[src/rtl/serial_sub_using_ha.sv]
// ---------------------------------------------------------------------------
// serial_sub_using_ha
//   Bit-serial WIDTH-bit unsigned subtractor computing diff = a - b. It
//   processes one bit per clock, LSB first. Each bit goes through a
//   full-subtractor cell built from four half-adder instances and two
//   inverters. A start/busy/done handshake controls an operation:
//   IDLE -> SHIFT (WIDTH cycles) -> DONE (1 cycle) -> IDLE.
//
// Ports
//   clk         in   1      rising-edge clock
//   rst_n       in   1      asynchronous, active-low reset
//   start       in   1      request, sampled only while idle
//   a           in   WIDTH  minuend, captured when start is accepted
//   b           in   WIDTH  subtrahend, captured when start is accepted
//   busy        out  1      high while bits are being shifted
//   done        out  1      one-cycle pulse, diff/borrow_out just updated
//   diff        out  WIDTH  last completed result, (a-b) mod 2^WIDTH
//   borrow_out  out  1      final borrow, 1 iff a < b (unsigned)
//
// The file also holds the half-adder primitive used by the bit cell.
// ---------------------------------------------------------------------------

module ha (
    input  logic in_a,
    input  logic in_b,
    output logic sum,
    output logic carry
);
    assign sum   = in_a ^ in_b;
    assign carry = in_a & in_b;
endmodule

module serial_sub_using_ha #(
    parameter int WIDTH = 8
) (
    input  logic             clk,
    input  logic             rst_n,
    input  logic             start,
    input  logic [WIDTH-1:0] a,
    input  logic [WIDTH-1:0] b,
    output logic             busy,
    output logic             done,
    output logic [WIDTH-1:0] diff,
    output logic             borrow_out
);

    localparam int CW = (WIDTH > 1) ? $clog2(WIDTH) : 1;
    localparam logic [CW-1:0] LAST = CW'(WIDTH - 1);

    typedef enum logic [1:0] {
        IDLE  = 2'd0,
        SHIFT = 2'd1,
        DONE  = 2'd2
    } state_t;

    state_t           state;
    state_t           state_next;
    logic [WIDTH-1:0] sa;
    logic [WIDTH-1:0] sb;
    logic [WIDTH-1:0] sr;
    logic [WIDTH-1:0] sr_next;
    logic             bor;
    logic [CW-1:0]    cnt;

    // Bit-cell nets
    logic x;
    logic d;
    logic not_a;
    logic not_x;
    logic bor_gen;
    logic bor_prop;
    logic bor_next;

    // The half-adder pieces that the subtractor cell does not need.
    logic unused_c1;
    logic unused_c2;
    logic unused_s3;
    logic unused_s4;

    // Full-subtractor cell. The difference bit is a^b^bor, taken from two
    // chained half-adder sums. A borrow is generated when a=0 and b=1
    // (ha3 carry). An incoming borrow propagates when a==b (ha4 carry on ~x).
    assign not_a = ~sa[0];
    assign not_x = ~x;

    ha u_ha1 (.in_a(sa[0]), .in_b(sb[0]), .sum(x),         .carry(unused_c1));
    ha u_ha2 (.in_a(x),     .in_b(bor),   .sum(d),         .carry(unused_c2));
    ha u_ha3 (.in_a(not_a), .in_b(sb[0]), .sum(unused_s3), .carry(bor_gen));
    ha u_ha4 (.in_a(not_x), .in_b(bor),   .sum(unused_s4), .carry(bor_prop));

    assign bor_next = bor_gen | bor_prop;

    // Result bits enter at the MSB. After WIDTH shifts, the first
    // (LSB) bit has reached position 0.
    assign sr_next = {d, sr[WIDTH-1:1]};

    assign busy = (state == SHIFT);
    assign done = (state == DONE);

    // State register
    always_ff @(posedge clk or negedge rst_n) begin
        if (!rst_n) begin
            state <= IDLE;
        end else begin
            state <= state_next;
        end
    end

    // Next-state logic. The last shift happens when cnt reaches WIDTH-1.
    always_comb begin
        state_next = state;
        case (state)
            IDLE:    if (start) state_next = SHIFT;
            SHIFT:   if (cnt == LAST) state_next = DONE;
            DONE:    state_next = IDLE;
            default: state_next = IDLE;
        endcase
    end

    // Datapath. Operands are captured only when idle, so a, b and start
    // changes during an operation have no effect. The visible result is
    // updated only on the final shift edge.
    always_ff @(posedge clk or negedge rst_n) begin
        if (!rst_n) begin
            sa         <= '0;
            sb         <= '0;
            sr         <= '0;
            bor        <= 1'b0;
            cnt        <= '0;
            diff       <= '0;
            borrow_out <= 1'b0;
        end else begin
            case (state)
                IDLE: begin
                    if (start) begin
                        sa  <= a;
                        sb  <= b;
                        bor <= 1'b0;
                        cnt <= '0;
                    end
                end
                SHIFT: begin
                    sa  <= sa >> 1;
                    sb  <= sb >> 1;
                    sr  <= sr_next;
                    bor <= bor_next;
                    cnt <= cnt + 1'b1;
                    if (cnt == LAST) begin
                        diff       <= sr_next;
                        borrow_out <= bor_next;
                    end
                end
                default: begin
                end
            endcase
        end
    end

endmodule

[config.mk]
export PLATFORM = sky130hd
export DESIGN_NAME = serial_sub_using_ha
export DESIGN_NICKNAME = d
export VERILOG_FILES = /design/src/rtl/serial_sub_using_ha.sv
export SDC_FILE = /design/constraint.sdc
export NUM_CORES = 1
export LEC_CHECK = 0
export CAP_MARGIN = 10
export CORE_UTILIZATION = 45
export CTS_CLUSTER_SIZE = 10
export DETAILED_ROUTE_END_ITERATION = 7
export GPL_TIMING_DRIVEN = 0
export PLACE_DENSITY = 0.7
export SETUP_SLACK_MARGIN = 0.15
export SYNTH_ARGS = -nofsm -noshare
export SYNTH_HDL_FRONTEND = slang
export SYNTH_SLANG_ARGS = --single-unit
[constraint.sdc]
create_clock -name clk -period 2 [get_ports clk]
set_input_delay 0.4 -clock clk [delete_from_list [all_inputs] [get_ports clk]]
set_output_delay 0.4 -clock clk [all_outputs]
set_load 0.02 [all_outputs]
[Word-level counts from Yosys, hierarchy flattened]
Index checks and enable logic that the tools add are counted.
Storage, ports and cells
  flip-flop bits (word level): 39
  input bits: 19
  output and inout bits: 11
  word-level logic and storage cells: 37
Operators by class
  add/subtract/negate cells: 1
  equality and inequality tests: 5
  mux-type cells: 11
  bitwise logic cells: 7
  reductions and logical operators: 5
Operators with widths (number)
  $pmux 8 s2: 2
  $mux 8: 2
  $pmux 3 s2: 1
  $reduce_and 2->1: 3
  $mux 2: 2
  $pmux 2 s2: 1
  $add 3x1->3 const B: 1
  $eq 3x3->1 const B: 1
  $mux 3: 1
  $and 1x1->1: 2
  $eq 2x1->1 const B: 1
  $eq 2x2->1 const B: 1
  $logic_not 2->1: 1
  $ne 2x1->1 const B: 1
  $ne 2x2->1 const B: 1
  $not 1->1: 2
  $pmux 1 s2: 1
  $reduce_bool 2->1: 1
  $xor 1x1->1: 2
  $mux 1: 1
  $or 1x1->1: 1

[Longest topological paths before layout]
Gate-level depths: netlist of run 1.
  depth in word-level cells: 5
  depth in mapped cells: 5

[Modules after synthesis]
A second synthesis of run 1 with hierarchy kept.
Unflattened totals
  cells, all modules: 145
  area, all modules: 1796.7 µm²
By module, submodules not included
  serial_sub_using_ha: times used 1, cells each 141, area an instance 1746.7 µm², sequential area each 950.9 µm²
  ha: times used 4, cells each 1, area an instance 12.5 µm², sequential area each 0.0 µm²

[Worst setup path before layout of run 1]
OpenSTA, ideal clock, no wires.
  kind: register to output
  start point: register state[1]
  end point: output port done
  data arrival time: 1104 ps
  path slack: 496 ps
  cell stages (with the launch flop): 4
  path buffers: 2
  cells stage by stage: dfrtp_1 -> buf_2 -> clkbuf_1 -> nor2b_1
Between the ends
  longest elaborated chain between the ends: 1
RTL lines
  from (decl): line 56  | state_t state;
  from (signal assigned): line 105  | state <= state_next;
  $eq 2x2->1: line 98  | assign done = (state == DONE);
  to (decl): line 42  | output logic done,
No other way between the ends.

[Worst setup path after layout of run 1]
Ends and elaborated chain as after synthesis.

==> reports/results.ini, run 1 <==
[cells_and_area]
fin_area_um2=2190
area_growth_pct=28.5
post-route-util_pct=63.1
finalNonFillerCells=214
num-nets-final=189
fillers=304
antenna_cells=0
drive_gt1_share_pct=24.4

[global_routing]
grtUsageTotal_pct=19.0
grt_max_degree=39
grt_antenna_before_repair=0
grt_first_pass_wirelength_um=5890
grt.overflow.total=0
grt_pass1_vias=1264

[yosys]
syn_avg_cell_area_um2=13.0
yosys_warnings=0
ys_dominant_reg_cell=dfrtp_1
synth_top_cell_by_area=dfrtp_1
synth.most_common_cell=dfrtp_1
yosysUniqueCellTypes=27
synth_top_area_share_pct=55.8
synthArstFlopShare_pct=100
synth_nets=153
synthTopCellsByArea=dfrtp_1, mux2_2, nor4b_1, nor3b_1, a211oi_1
synth_common_cells=dfrtp_1, mux2_2, inv_1, nor4b_1, nor3b_1
yosys_register_bits=38
seq_area_frac_synth_pct=55.8
synth-edff-count=0
synth_cells=131
syn_area_um2=1700

[clock_network]
path_clk_slew_ns=0.07
worstSkewPairLatency_ns=0.29
cts_buffer_depth=2
cts_root_buf=clkbuf_8
cts-buffers-inserted=5
htree_levels=2
cts_setup_buffers=0
cts_tree=done
cts_sinks=38

[worst_setup_path]
cp_common_cell=buf_2
cp.required_ns=1.60
worstPathMaxFanout=10
cpPeakStageDelay_ns=0.34
cp_cell_sequence=buf_2 > buf_2 > nor2b_1 > clkbuf_2
arrival_ns=1.38
startpoint_type=flip-flop
crit_slowest_cell=dfrtp_1
worst_setup_path_end_kind=output pin
crit_type=reg2out

[detailed_routing]
viasPerCell=5.57
vias=1191
wire_per_inst_um=15.3
first_pass_iters=4
ant_nets=0
dr.first_iter.drc_count=52
routed_wl_um=3270
drcViolationCount=0

[sta]
max_freq_ghz=0.561
fin_ws_ns=0.219
hold_violations=0
min_period_over_period_pct=89.1
setup_viol=0
relSlewSlack_pct=45.7
min_period_ns=1.78
slew_viol_final=0
setup-tns-final_ns=0
worst_hold_slack_ns=0.198
worst-slew-pin-transition_ns=0.815
rsz0062_at_grt=yes
skew_ns=0.00529

[power_and_ir_drop]
leakage_nw=0.967
p_total_mw=3.54
seqPwrFrac_pct=37.9
peakVddDrop_uv=662
p_sw_share_pct=31.8
switchingPower_mw=1.12
pwr-share-clk_pct=22.6
p_int_mw=2.41
p_per_area_nw_per_um2=1620
combPwrFrac_pct=39.5

[worst_hold_path]
min_path_type=in2async

[floorplan]
die_area_um2=4030
die_h_um=63.5
rows=21
dieWidth_um=63.5
start_util_pct=49.1
fp.coreArea_um2=3470
pin_count=30

[placed_design]
hpwl_um=2290
gp_congestion=0.722
dp.cells=206
port_buffers=29
dp_slack_ns=-0.0581
dpl_cell_area_um2=2050

[job]
drv_cap=0

[run_status]
status=complete, no violations

cells by family (layout without fill, tap and decap cells):
| family | count (synthesis) | after routing | synth area share [%] |
|---|---|---|---|
| and+or+nand+nor | 27 | 27 | 13.4 |
| DFF | 38 | 38 | 55.8 |
| buffers and inverters | 24 | 61 | 6.10 |
| muxes | 17 | 17 | 11.1 |
| adders and majority gates | 3 | 3 | 2.64 |
| AOI/OAI and AO/OA | 22 | 22 | 10.9 |
what timing repair did:
action | CTS | global route
pin swaps | 0 | 0
resized for setup | 4 | 6
setup endpoints to repair | 2 | 2
hold buffers | 0 | 0
cells in the final DEF (no fill, tap or decap), drive strengths merged, types with 2 or more instances in the layout:
cell type,count
clkdlybuf4s50,26
mux2,15
inv,13
nor3b,8
o221a,4
dfrtp,38
or4b,4
nor4b,10
a22o,2
a221oi,3
ha,2
mux2i,2
a211oi,7
buf,9
nor4bb,2
clkbuf,9
bufinv,2
state kept, by name (all words and copies together) (netlist names):
register,count
bor,1
borrow_out,1
cnt,3
diff,8
sa,8
sb,8
sr,7
state,2
power groups by stage:
stage          clock (mW)  sequential, mW  combinational (mW)
4_1_cts             0.813            1.34                1.41
3_3_place_gp            0            1.33                1.36
5_1_grt             0.851            1.39                1.54
6_report            0.799            1.34                1.40
2_1_floorplan           0            1.41               0.859
3_5_place_dp            0            1.35                1.41
critical path, delay by kind of cell (launching register included):
| family | cells | cell delay [ns] |
|---|---|---|
| buffers and inverters | 3 | 0.59 |
| DFF | 1 | 0.34 |
| and+or+nand+nor | 1 | 0.16 |
metal layers:
metal / up-vias / GRT usage [%] / wire, um
met3: 3 / 5.43 / 129
met5: - / 0 / 0
li1: 549 / - / -
met4: 0 / 5.68 / 29
met1: 606 / 23.3 / 1460
met2: 33 / 32.2 / 1650
cell type report:
| class | instances | area (um^2) | area share, % |
|---|---|---|---|
| plain buffers | 10 | 53.8 | 2.46 |
| clock buffers | 6 | 82.6 | 3.77 |
| clock inverters | 2 | 60.1 | 2.74 |
| inverters | 14 | 53.8 | 2.46 |
| multi-input cells | 69 | 651 | 29.7 |
| flip-flops and latches | 38 | 951 | 43.5 |
| well taps | 46 | 57.6 | 2.63 |
| repair buffers | 29 | 279 | 12.8 |
worst paths after layout:
kind	from	to	slack [ns]	cells after the start
max	state[1]$_DFFE_PN0P_	done	0.22	4
min	rst_n	sb[1]$_DFFE_PN0P_	0.20	1
max reg2reg	cnt[0]$_DFFE_PN0P_	diff[1]$_DFFE_PN0P_	0.39	5
min reg2reg	sb[7]$_DFFE_PN0P_	sb[7]$_DFFE_PN0P_	0.49	1
max in group asynchronous	rst_n	sb[4]$_DFFE_PN0P_	1.28	1
min in group clk	sb[7]$_DFFE_PN0P_	sb[7]$_DFFE_PN0P_	0.49	1
Note: power is estimated with default switching activity, not from simulation.
==> inputs of run 2 (changes only) <==
--- a/config.mk
+++ b/config.mk
@@ -12,6 +12,7 @@
 export GPL_TIMING_DRIVEN = 0
 export PLACE_DENSITY = 0.7
 export SETUP_SLACK_MARGIN = 0.15
+export SLEW_MARGIN = 5
 export SYNTH_ARGS = -nofsm -noshare
 export SYNTH_HDL_FRONTEND = slang
 export SYNTH_SLANG_ARGS = --single-unit
==> constraint.sdc (replaced) <==
create_clock -name clk -period 2.12 [get_ports clk]
set_input_delay 0.424 -clock clk [delete_from_list [all_inputs] [get_ports clk]]
set_output_delay 0.424 -clock clk [all_outputs]
set_load 0.02 [all_outputs]
==> reports/results.ini, run 2 (synthesis gave the netlist of run 1 again) <==
[run_status]
status=complete, no violations  ; unchanged

[sta]
worst-slew-pin-transition_ns=0.815  ; about the same
skew_ns=0.00549  ; was 0.00529 ns
relSlewSlack_pct=45.7  ; about the same
max_freq_ghz=0.540
rsz0062_at_grt=no  ; was yes
min_period_over_period_pct=87.3
fin_ws_ns=0.269  ; was 0.219 ns
slew_viol_final=0  ; unchanged
setup_viol=0  ; unchanged
hold_violations=0  ; unchanged
min_period_ns=1.85

[placed_design]
hpwl_um=2290  ; unchanged
dp.cells=206  ; unchanged
gp_congestion=0.722  ; unchanged
dp_slack_ns=0.0379  ; was -0.0581 ns
port_buffers=29  ; unchanged
dpl_cell_area_um2=2050  ; unchanged

[worst_setup_path]
cp.required_ns=1.70  ; was 1.60 ns
cp_top_family=buffers and inverters  ; unchanged
crit_slowest_cell=dfrtp_1  ; unchanged
cp_cell_sequence=buf_2 > nor2b_1 > dlygate4sd2_1  ; was buf_2 > buf_2 > nor2b_1 > clkbuf_2
worstPathMaxFanout=19  ; was 10
cpPeakStageDelay_ns=0.34  ; about the same
worst_setup_path_end_kind=output pin  ; unchanged
crit_type=reg2out  ; unchanged
startpoint_type=flip-flop  ; unchanged
path_buf_inv=2  ; was 3
arrival_ns=1.43  ; was 1.38 ns

[cells_and_area]
fin_area_um2=2180  ; was 2190 um^2
top_regs=diff (8), sa (8), sb (8)  ; unchanged
drive_gt1_share_pct=22.3  ; was 24.4%
final_common_cell=dfrtp_1  ; unchanged
finalNonFillerCells=212  ; was 214
antenna_cells=0  ; unchanged
area_growth_pct=28.0  ; was 28.5%
num-nets-final=187  ; was 189
final_cell_mix=dfrtp_1, clkdlybuf4s50_1, mux2_2  ; unchanged

[clock_network]
worstSkewPairLatency_ns=0.29  ; about the same
cts_setup_buffers=0  ; unchanged
cts_tree=done  ; unchanged
cts_sinks=38  ; unchanged
cts_buffer_depth=2  ; unchanged
htree_levels=2  ; unchanged
cts_root_buf=clkbuf_8  ; unchanged
path_clk_slew_ns=0.07  ; about the same
cts-buffers-inserted=5  ; unchanged

[global_routing]
grt_antenna_before_repair=0  ; unchanged
grt.overflow.total=0  ; unchanged
grt_pass1_vias=1265  ; was 1,264
grtUsageTotal_pct=19.0  ; about the same
grt_max_degree=39  ; unchanged
grt_first_pass_wirelength_um=5880  ; was 5890 um

[floorplan]
die_h_um=63.5  ; unchanged
start_util_pct=49.1  ; unchanged
die_area_um2=4030  ; unchanged
dieWidth_um=63.5  ; unchanged
rows=21  ; unchanged
pin_count=30  ; unchanged
fp.coreArea_um2=3470  ; unchanged

[detailed_routing]
wire_per_inst_um=15.3  ; about the same
vias=1190  ; was 1,191
ant_nets=0  ; unchanged
first_pass_iters=4  ; unchanged
dr.first_iter.drc_count=36  ; was 52
drcViolationCount=0  ; unchanged
viasPerCell=5.61  ; was 5.57
routed_wl_um=3240  ; was 3270 um

[power_and_ir_drop]
leakage_nw=0.962  ; was 0.967 nW
peakVddDrop_uv=628  ; was 662 uV
p_total_mw=3.32  ; was 3.54 mW
p_per_area_nw_per_um2=1520  ; was 1620 nW/um^2

[job]
drv_cap=0  ; unchanged

[worst_hold_path]
min_path_type=in2async  ; unchanged

-- run 2: cell types whose count changed in the layout (fill, tap and decap cells not counted), sizes merged --
cell / previous run / this run
buf: 9 / 8
dlygate4sd2: 1 / 2
clkbuf: 9 / 7
-- run 2: power by group --
part | switching [mW] | internal, mW | total [mW]
Sequential | 0.186 | 1.08 | 1.26
Clock | 0.251 | 0.502 | 0.753
Combinational | 0.619 | 0.687 | 1.31
-- run 2: final timing paths --
check,from,endpoint,slack (ns),cells past startpoint
hold reg to reg,sb[7]$_DFFE_PN0P_,sb[7]$_DFFE_PN0P_,0.49,1
setup / recovery,state[1]$_DFFE_PN0P_,done,0.27,3
hold / removal,rst_n,sb[1]$_DFFE_PN0P_,0.22,1
min in group clk,sb[7]$_DFFE_PN0P_,sb[7]$_DFFE_PN0P_,0.49,1
max in group asynchronous,rst_n,sb[6]$_DFFE_PN0P_,1.38,1
setup reg to reg,cnt[0]$_DFFE_PN0P_,diff[1]$_DFFE_PN0P_,0.50,5
-- run 2: per-layer routing --
layer  GRT usage (%)  routed length (um)
met4            5.68                  29
met5               0                   0
met2            32.3                1630
met1            23.1                1460
met3            5.43                 120
-- run 2: worst register-to-register path, delay by kind of cell, from the launching register on --
kind	cells	cell delay (ns)
adder cells (fa/ha/maj)	2	0.40
buffers and inverters	1	0.25
flip-flops	1	0.40
multiplexers	1	0.37
AND/OR/NAND/NOR	1	0.08
-- run 2: per-stage QoR --
stage | hold slack, ns | utilization [%] | TNS (ns)
after global routing | 0.279 | 62.8 | 0
final | 0.222 | 62.8 | 0
after detailed placement | 0.471 | 59.0 | 0
after CTS | 0.256 | 63.0 | 0
after global placement | 0.464 | 59.1 | -7.08
after floorplan | 0.128 | - | 0
-- run 2: area by class of cell --
class	count	area (um^2)
fillers	307	1290
clock buffers	6	82.6
clock inverters	2	60.1
well taps	46	57.6
multi-input cells	69	648
inverters	14	53.8
plain buffers	8	43.8
repair buffers	29	283
flip-flops and latches	38	951
-- run 2: repair_timing --
item,4_1_cts,5_1_grt
endpoints found under the hold margin,0,0
hold buffers,0,0
endpoints found under the setup margin,2,1
gates resized for setup,3,0
==> inputs of run 3 (changes only) <==
--- a/config.mk
+++ b/config.mk
@@ -7,7 +7,6 @@
 export LEC_CHECK = 0
 export CAP_MARGIN = 10
 export CORE_UTILIZATION = 45
-export CTS_CLUSTER_SIZE = 10
 export DETAILED_ROUTE_END_ITERATION = 7
 export GPL_TIMING_DRIVEN = 0
 export PLACE_DENSITY = 0.7
==> results of run 3 <==
The final DEF is identical to that of run 2; final timing and power are the same.
